==> config.mk <==
export PLATFORM = sky130hd
export DESIGN_NAME = dimm_cmd_responder
export DESIGN_NICKNAME = d
export VERILOG_FILES = /design/src/rtl/dimm_cmd_responder.sv
export SDC_FILE = /design/constraint.sdc
export NUM_CORES = 1
export LEC_CHECK = 0
export BUFFER_PORTS_ARGS = -buffer_cell sky130_fd_sc_hd__buf_2
export CORE_AREA = 2 2 224 116
export DETAILED_ROUTE_END_ITERATION = 12
export DIE_AREA = 0 0 226 118
export PLACE_DENSITY = 0.82
export SKIP_LAST_GASP = 1
export SLEW_MARGIN = 10
export SYNTH_ARGS = -nofsm -noshare
export SYNTH_HDL_FRONTEND = slang
export SYNTH_SLANG_ARGS = --single-unit
==> constraint.sdc <==
create_clock -name clk -period 3.1 [get_ports clk]
set_input_delay 0.465 -clock clk [delete_from_list [all_inputs] [get_ports clk]]
set_output_delay 0.465 -clock clk [all_outputs]
set_load 0.02 [all_outputs]
==> src/rtl/dimm_cmd_responder.sv <==
// DIMM command responder: per-bank open/close tracking for a two-cycle
// command stream, with read/write beat scheduling on one shared data bus.
module dimm_cmd_responder #(
  parameter int TRCD   = 4,
  parameter int TRP    = 4,
  parameter int TCL    = 6,
  parameter int TCWL   = 4,
  parameter int TBURST = 4
) (
  input  logic        clk,
  input  logic        rst_n,
  input  logic        cmd_valid,
  input  logic [2:0]  cmd_op,
  input  logic [2:0]  cmd_bg,
  input  logic [1:0]  cmd_ba,
  input  logic [15:0] cmd_row,
  input  logic [5:0]  cmd_col,
  output logic        rd_valid,
  output logic        wr_ready,
  output logic [5:0]  data_col,
  output logic [31:0] bank_active,
  output logic        err_pulse,
  output logic [2:0]  err_code
);

  localparam int TMAX = (TRCD > TRP) ? TRCD : TRP;
  localparam int TW   = $clog2(TMAX + 1);
  localparam int LMAX = (TCL > TCWL) ? TCL : TCWL;
  localparam int W    = LMAX + TBURST - 1;

  localparam logic [2:0] OP_NOP  = 3'd0;
  localparam logic [2:0] OP_ACT0 = 3'd1;
  localparam logic [2:0] OP_ACT1 = 3'd2;
  localparam logic [2:0] OP_RD0  = 3'd3;
  localparam logic [2:0] OP_RD1  = 3'd4;
  localparam logic [2:0] OP_WR0  = 3'd5;
  localparam logic [2:0] OP_WR1  = 3'd6;
  localparam logic [2:0] OP_PRE  = 3'd7;

  localparam logic [2:0] E_NONE = 3'd0;
  localparam logic [2:0] E_SEQ  = 3'd1;
  localparam logic [2:0] E_ACT  = 3'd2;
  localparam logic [2:0] E_NACT = 3'd3;
  localparam logic [2:0] E_PRE  = 3'd4;
  localparam logic [2:0] E_BUS  = 3'd5;

  typedef enum logic [1:0] {
    B_IDLE,
    B_OPENING,
    B_ACTIVE,
    B_CLOSING
  } bank_e;

  bank_e           bstate [32];
  logic [TW-1:0]   btimer [32];
  logic [15:0]     brow   [32];

  logic            pend_valid;
  logic            pend_bad;
  logic [2:0]      pend_op;
  logic [4:0]      pend_bank;
  logic [15:0]     pend_row;
  logic [5:0]      pend_col;

  // slot[k] holds the bus beat driven one edge after k+1 further edges
  logic [W-1:0]    slot_occ;
  logic [W-1:0]    slot_rd;
  logic [5:0]      slot_col [W];

  logic [2:0]      op;
  logic [4:0]      bank;
  bank_e           cur_state;
  logic            op_first;
  logic            op_second;
  logic            op_pre;
  logic            second_ok;
  logic            rd_clash;
  logic            wr_clash;

  logic [2:0]      err_next;
  logic            take_pend;
  logic            pend_bad_d;
  logic            fire_act;
  logic            fire_rd;
  logic            fire_wr;
  logic            fire_pre;

  assign op        = cmd_valid ? cmd_op : OP_NOP;
  assign bank      = {cmd_bg, cmd_ba};
  assign cur_state = bstate[bank];

  assign op_first  = (op == OP_ACT0) ||
                     (op == OP_RD0)  ||
                     (op == OP_WR0);
  assign op_second = (op == OP_ACT1) ||
                     (op == OP_RD1)  ||
                     (op == OP_WR1);
  assign op_pre    = (op == OP_PRE);

  assign second_ok = (op == pend_op + 3'd1) &&
                     (bank == pend_bank) &&
                     (cmd_row == pend_row) &&
                     (cmd_col == pend_col);

  always_comb begin
    bank_active = '0;
    for (int i = 0; i < 32; i++) begin
      bank_active[i] = (bstate[i] == B_ACTIVE);
    end
  end

  // Bus clash: compare the new burst window against the schedule
  // as it will look after this edge's shift.
  always_comb begin
    rd_clash = 1'b0;
    wr_clash = 1'b0;
    for (int k = 0; k < W; k++) begin
      if (slot_occ[k] &&
          k >= TCL - 1 &&
          k <= TCL + TBURST - 2)
        rd_clash = 1'b1;
      if (slot_occ[k] &&
          k >= TCWL - 1 &&
          k <= TCWL + TBURST - 2)
        wr_clash = 1'b1;
    end
  end

  always_comb begin
    err_next   = E_NONE;
    take_pend  = 1'b0;
    pend_bad_d = 1'b0;
    fire_act   = 1'b0;
    fire_rd    = 1'b0;
    fire_wr    = 1'b0;
    fire_pre   = 1'b0;
    unique case (1'b1)
      pend_valid && !second_ok: begin
        err_next = E_SEQ;
      end
      pend_valid && second_ok && !pend_bad: begin
        unique case (pend_op)
          OP_ACT0: fire_act = 1'b1;
          OP_RD0: begin
            if (rd_clash) err_next = E_BUS;
            else          fire_rd  = 1'b1;
          end
          OP_WR0: begin
            if (wr_clash) err_next = E_BUS;
            else          fire_wr  = 1'b1;
          end
          default: ;
        endcase
      end
      !pend_valid && op_first: begin
        take_pend = 1'b1;
        if (op == OP_ACT0) begin
          if (cur_state != B_IDLE) begin
            pend_bad_d = 1'b1;
            err_next   = E_ACT;
          end
        end else if (cur_state != B_ACTIVE) begin
          pend_bad_d = 1'b1;
          err_next   = E_NACT;
        end
      end
      !pend_valid && op_second: begin
        err_next = E_SEQ;
      end
      !pend_valid && op_pre: begin
        if (cur_state == B_ACTIVE)
          fire_pre = 1'b1;
        else if (cur_state != B_IDLE)
          err_next = E_PRE;
      end
      default: ;
    endcase
  end

  always_ff @(posedge clk or negedge rst_n) begin
    if (!rst_n) begin
      for (int i = 0; i < 32; i++) begin
        bstate[i] <= B_IDLE;
        btimer[i] <= '0;
        brow[i]   <= '0;
      end
      pend_valid <= 1'b0;
      pend_bad   <= 1'b0;
      pend_op    <= OP_NOP;
      pend_bank  <= '0;
      pend_row   <= '0;
      pend_col   <= '0;
      slot_occ   <= '0;
      slot_rd    <= '0;
      for (int k = 0; k < W; k++) begin
        slot_col[k] <= '0;
      end
      rd_valid  <= 1'b0;
      wr_ready  <= 1'b0;
      data_col  <= '0;
      err_pulse <= 1'b0;
      err_code  <= E_NONE;
    end else begin
      // Timers: a bank flips one edge early so that a first half
      // arriving TRCD/TRP edges after the command sees the new state.
      for (int i = 0; i < 32; i++) begin
        unique case (bstate[i])
          B_OPENING: begin
            if (btimer[i] <= TW'(1)) begin
              bstate[i] <= B_ACTIVE;
              btimer[i] <= '0;
            end else begin
              btimer[i] <= btimer[i] - 1'b1;
            end
          end
          B_CLOSING: begin
            if (btimer[i] <= TW'(1)) begin
              bstate[i] <= B_IDLE;
              btimer[i] <= '0;
            end else begin
              btimer[i] <= btimer[i] - 1'b1;
            end
          end
          default: ;
        endcase
        brow[i] <= (bstate[i] == B_IDLE) ? '0 : brow[i];
      end

      if (fire_act) begin
        bstate[pend_bank] <= (TRCD <= 1) ? B_ACTIVE : B_OPENING;
        btimer[pend_bank] <= TW'(TRCD - 1);
        brow[pend_bank]   <= pend_row;
      end
      if (fire_pre) begin
        bstate[bank] <= (TRP <= 1) ? B_IDLE : B_CLOSING;
        btimer[bank] <= TW'(TRP - 1);
      end

      pend_valid <= take_pend;
      if (take_pend) begin
        pend_bad  <= pend_bad_d;
        pend_op   <= op;
        pend_bank <= bank;
        pend_row  <= cmd_row;
        pend_col  <= cmd_col;
      end

      slot_occ <= slot_occ >> 1;
      slot_rd  <= slot_rd >> 1;
      for (int k = 0; k < W - 1; k++) begin
        slot_col[k] <= slot_col[k + 1];
      end
      slot_col[W-1] <= '0;
      if (fire_rd) begin
        for (int j = 0; j < TBURST; j++) begin
          slot_occ[TCL - 2 + j] <= 1'b1;
          slot_rd[TCL - 2 + j]  <= 1'b1;
          slot_col[TCL - 2 + j] <= pend_col;
        end
      end
      if (fire_wr) begin
        for (int j = 0; j < TBURST; j++) begin
          slot_occ[TCWL - 2 + j] <= 1'b1;
          slot_rd[TCWL - 2 + j]  <= 1'b0;
          slot_col[TCWL - 2 + j] <= pend_col;
        end
      end

      rd_valid <= slot_occ[0] & slot_rd[0];
      wr_ready <= slot_occ[0] & ~slot_rd[0];
      data_col <= slot_occ[0] ? slot_col[0] : '0;

      err_pulse <= (err_next != E_NONE);
      if (err_next != E_NONE)
        err_code <= err_next;
    end
  end

endmodule

* After elaboration in Yosys (flattened, before gate mapping)
Index checks and enable logic that the tools add are counted.
** Word-level totals
- Output and inout port bits :: 44
- Input port bits :: 33
- Word-level logic and storage cells :: 548
- Bits in registers :: 268
** Operators by class
- Mux-type cells :: 214
- Bitwise logic cells :: 15
- Eq/ne operators :: 112
- Order comparisons :: 36
- Add/sub/neg operators :: 33
- Reduce and logical (&&, ||, !) cells :: 53
** Operators with widths (number)
- 3-bit two-way mux :: 72
- 96-bit two-way mux :: 2
- 64-bit OR :: 3
- 2-bit two-way mux :: 70
- 2-bit == test, second input constant :: 65
- 64-bit two-way mux :: 2
- 2-bit one-hot mux with 2 select lines :: 32
- 32-bit bitwise AND :: 3
- 3-bit by 1-bit less-or-equal comparator with 1-bit output, second input constant :: 32
- 32-bit NOT :: 3
- 3-bit by 1-bit subtractor with 3-bit output, second input constant :: 32
- 2-bit OR reduction :: 33
- 2-bit by 1-bit == test with 1-bit output, second input constant :: 32
- 24-bit two-way mux :: 2
- 32-bit OR :: 1
- 3-bit demux with 5-bit select :: 2
- 1-bit two-way mux :: 22
- 2-bit demux with 5-bit select :: 2
- 16-bit == test :: 1
- 4-bit two-way mux :: 4
- 3-bit == test, second input constant :: 5
- 6-bit greater-or-equal comparator, second input constant :: 2
- 6-bit by 1-bit < comparator with 1-bit output, second input constant :: 2
- 5-bit NOT with 6-bit output :: 2
- other kinds (18) :: 37

* Logic depth before layout (Yosys ltp)
- Depth after elaboration :: 11
- Mapped depth :: 11
- Depth with buffers taken out :: 9

* Worst setup path after synthesis
OpenSTA, ideal clock, no wires.
- Path type :: input-to-reg
- Start :: input port cmd_ba[0]
- End :: register btimer[62] (netlist bit)
- Data arrival time :: 2.507 ns
- Setup time :: 0.119 ns
- Path buffers :: 3
- Stages :: 9
- Required time :: 2.981 ns
- Setup slack :: 0.474 ns
- Cell sequence :: buf_2 > buf_6 > mux4_2 > a22oi_2 > nand3b_4 > nor4b_4 > buf_6 > a31oi_1 > nor2b_1
** On the way
- Longest elaborated chain between the ends :: 10
- Elaborated cells between the ends (all ways) :: 23
- Classes of those cells :: order compare (2); eq/ne (2); mux (10); bitwise (3); reduce/logical (6)
** RTL lines
- start: declaration :: RTL line 15 : input logic [1:0] cmd_ba,
- parallel branches: the longest is 9 deep, another holds 5-bit NOT with 6-bit output
- 96-bit two-way mux (*) :: RTL line 234 : if (fire_pre) begin
- end signal: indexed assignment :: RTL line 221 : btimer[i] <= btimer[i] - 1'b1;
- end signal: indexed assignment :: RTL line 231 : btimer[pend_bank] <= TW'(TRCD - 1);
- end signal: indexed assignment :: RTL line 236 : btimer[bank] <= TW'(TRP - 1);
- end: declaration :: RTL line 55 : logic [TW-1:0] btimer [32];
Mark *: on every way between the ends. The select of a mux whose other input is x is not followed.
A chain may end at the register's enable or synchronous reset.

* Worst setup path in the final report
- Start :: register pend_op[0]
- End :: register btimer[44] (netlist bit)
** On the way
- Longest elaborated chain between the ends :: 11
- Elaborated cells between the ends (all ways) :: 13
- Classes of those cells :: add/sub (1); eq/ne (2); mux (4); bitwise (1); reduce/logical (5)
** RTL lines
- start: declaration :: RTL line 60 : logic [2:0] pend_op;
- start signal: assignment :: RTL line 242 : pend_op <= op;
- 3-bit by 1-bit adder with 3-bit output :: RTL line 100 : assign second_ok = (op == pend_op + 3'd1) &&
- 3-bit == test :: RTL line 100
- 1-bit logical AND :: RTL line 100
- 1-bit logical AND :: RTL line 101 : (bank == pend_bank) &&
- 1-bit logical AND :: RTL line 102 : (cmd_row == pend_row) &&
- 1-bit logical AND (2 in a row) :: RTL line 141 : pend_valid && second_ok && !pend_bad: begin
- 1-bit two-way mux (*) :: RTL line 137 : unique case (1'b1)
- 96-bit two-way mux (*) :: RTL line 229 : if (fire_act) begin
- 32-bit bitwise AND (no line)
- 96-bit two-way mux (*) :: RTL line 234
Mark *: on every way between the ends. The rest lies on a longest branch, timed or not.

==> impl_metrics.csv <==
group,metric,value,unit
timing,tightest_slew,0.686,ns
pwr,power,8.79,mW
cts,h-tree-depth,1,
cts,cts_tree,"built",
placement,io_buffers,76,
yosys,synth-simple-area-share,0.201,
route,wl_met2,13.8,mm
global_route,grt.overflow.total,0,
global_route,grt_use_total,0.251,
global_route,grt_pass1_vias,10100,
floorplan,die_w,226,µm
yosys,synth_top_family_by_area,"simple AND/OR/NAND/NOR gates",
pwr,pwr-share-comb,0.179,
floorplan,dieHeight,118,µm
yosys,yosys_warnings,0,
placement,gp_congestion,0.874,
pwr,powerDensity,576,mW/mm²
yosys,ys.flop_type,"dfrtp_1",
cells_and_area,drive_gt1_frac,0.158,
route,drtPass1Iterations,6,
min_path,hp-start,"cmd_row[1]",
timing,slew_viol_final,0,
cts,clockBufferDepth,3,
yosys,syn_nets,1445,
yosys,synthMuxAreaShare,0.0525,
timing,setup_viol,0,
critical_path,rr_startpoint,"pend_op[0]",
yosys,synth-xor-area-share,0.0399,
route,wl_per_cell,18.0,µm
route,final_antenna_net_count,0,
critical_path,crit_start,"pend_op[0]",
floorplan,row_count,41,
pwr,clkPwrFrac,0.365,
timing,min_period_over_period,0.948,
placement,hpwl,22.9,mm
route,wl_met3,3.25,mm
route,viasPerCell,5.76,
cells_and_area,final_common_cell,"dfrtp_1",
yosys,syn_inst,1349,
global_route,grt_max_degree,83,
pwr,switching_power,2.62,mW
timing,finalHoldViolCount,0,
pwr,switching_share,0.298,
route,wl,32.7,mm
yosys,synthAdderAreaFrac,0.0589,
route,post-route-drc-count,0,
timing,setup_tns,0,ns
status,status,"finished clean",
route,wl_met1,14.8,mm
critical_path,cp_max_fo,17,
floorplan,core,0.0247,mm²
route,drt_iter0_markers,1143,
critical_path,required,3.53,ns
cts,path_clk_slew,0.07,ns
yosys,avgSynthCellArea,9.93,µm²
timing,rsz0062_at_grt,"no",
route,vias,10500,
global_route,grt_first_pass_wirelength,53.1,mm
cts,insertion_delay,0.54,ns
critical_path,worstSetupStartpointType,"flip-flop",
route,top_layer_used,"met4",
job,cap_violations,0,
floorplan,start_util,0.543,
pwr,seqPwrFrac,0.457,
floorplan,io_pins,77,
yosys,synth-async-reset-ratio,1.00,
floorplan,die_area,0.0267,mm²
cells_and_area,nNetsFinal,1549,
timing,fin_skew,0.0183,ns
yosys,synth_compound_area_frac,0.108,
cells_and_area,final_cell_mix,"266 x dfrtp_1, 177 x nand2_1, 98 x inv_1, 83 x nor2_1, 75 x buf_2",
cts,cts_root_buffer,"clkbuf_16",
cts,cts_buffers,24,
min_path,hold_path.class,"in -> reg",
pwr,power.leakage,7.00,nW
timing,max_freq,340,MHz
timing,slew_headroom,0.543,
yosys,ys_ff_latch,266,
pwr,internal_power,6.17,mW
yosys,synth_cell_types,57,
critical_path,end_kind,"flip-flop",
cells_and_area,area_growth,13.8,%
timing,post-route-min-period,2.94,ns
critical_path,cp_data_arrival_time,3.37,ns
pwr,peakVddDrop,488,µV
critical_path,path_class,"reg -> reg",
yosys,synth_area,0.0134,mm²
cts,cts_num_sinks,266,
yosys,ys_seq_area_frac,0.497,
yosys,synth-edff-count,0,
global_route,antenna_found_initial,2,
-- layout make-up --
cell class / instances / area [µm²]
Antenna cell: 2 / 5.00
Clock buffer: 33 / 706
Clock inverter: 10 / 141
Fill cell: 1910 / 9430
Inverter: 100 / 375
Multi-Input combinational cell: 945 / 6170
Sequential cell: 266 / 6660
Tap cell: 344 / 430
Timing Repair Buffer: 116 / 756
-- Yosys cell counts, types with 8 or more instances --
cell type  count  share of area
nor3_1        56          0.021
inv_1         98          0.027
nand2_1      177          0.050
a21oi_1       64          0.024
nand4_1       14         0.0065
xnor2_1       28          0.018
nor4_1        18         0.0084
or2_2          8         0.0037
nor2_1        83          0.023
o21ai_0       66          0.025
nor2b_1       67          0.031
xor2_1        33          0.022
buf_2         10         0.0037
nand3_1        9         0.0034
dfrtp_1      266           0.50
o211ai_1      49          0.027
and2_1        13         0.0061
clkbuf_1      19         0.0053
ha_1          63          0.059
mux2_2        45          0.038
or3_1         50          0.023
a31oi_1       33          0.015
-- timing repair --
| action | CTS | global route |
|---|---|---|
| buffers inserted | 0 | 0 |
| setup endpoints to repair | 0 | 29 |
| endpoints found under the hold margin | 78 | 0 |
| hold buffers | 1 | 0 |
| gates resized for setup | 0 | 3 |
-- power groups by stage --
stage,clock network [mW],logic [mW],registers (mW)
after floorplan,0,1.01,3.98
after global placement,0,1.49,4.05
after detailed placement,0,1.54,4.06
after CTS,3.25,1.56,4.00
after global routing,3.39,1.72,4.04
final,3.20,1.57,4.01
-- path summary, 6_finish.rpt --
path,end,slack (ns),depth (start not counted)
max,btimer[44],0.16,9
max reg2reg,btimer[44],0.16,9
min,pend_row[1],0.15,3
max in group asynchronous,btimer[18],1.68,3
min in group asynchronous,btimer[62],0.49,2
min reg2reg,slot_col[47],0.35,0
-- cells by family after synthesis --
group,count (synthesis)
AND/OR/NAND/NOR,525
flip-flops,266
AO/OA/AOI/OAI,239
buffers and inverters,138
adder cells (fa/ha/maj),63
XOR/XNOR,61
multiplexers,57
-- sequential cells by signal, summed over array words and instances, names as in the netlist, 3 cells and up --
name       count
btimer        96
bstate        64
slot_col      48
pend_row      16
slot_rd        8
data_col       6
pend_col       6
slot_occ       6
pend_bank      5
err_code       3
pend_op        3
-- metal layers --
metal  up-vias  GRT usage
li1       4855          -
met1      5054      0.382
met2       460      0.360
met3        84     0.0577
met4         0     0.0629
met5         -          0
-- metrics by stage --
stage	cell area, µm²	std cells	hold slack [ns]	setup slack, ns	utilization
final	15200	1816	0.151	0.162	0.618
after floorplan	13400	1349	0.169	0.474	-
after CTS	15200	1814	0.139	0.0627	0.617
after global routing	15200	1816	0.154	0.0350	0.618
after detailed placement	14400	1770	0.335	0.00581	0.582
after global placement	14400	1770	0.331	0.122	0.582
-- worst max-delay path, stage by stage (launching register included) --
cell and delay [ns]:
dfrtp_1 0.43, ha_1 0.24, ha_1 0.32, xnor2_1 0.13, o21ai_0 0.18, a32o_2 0.25, nand4b_4 0.37, nor4_1 0.58
a31oi_1 0.17, nor2b_1 0.17
Power figures use the tool's default switching activity.
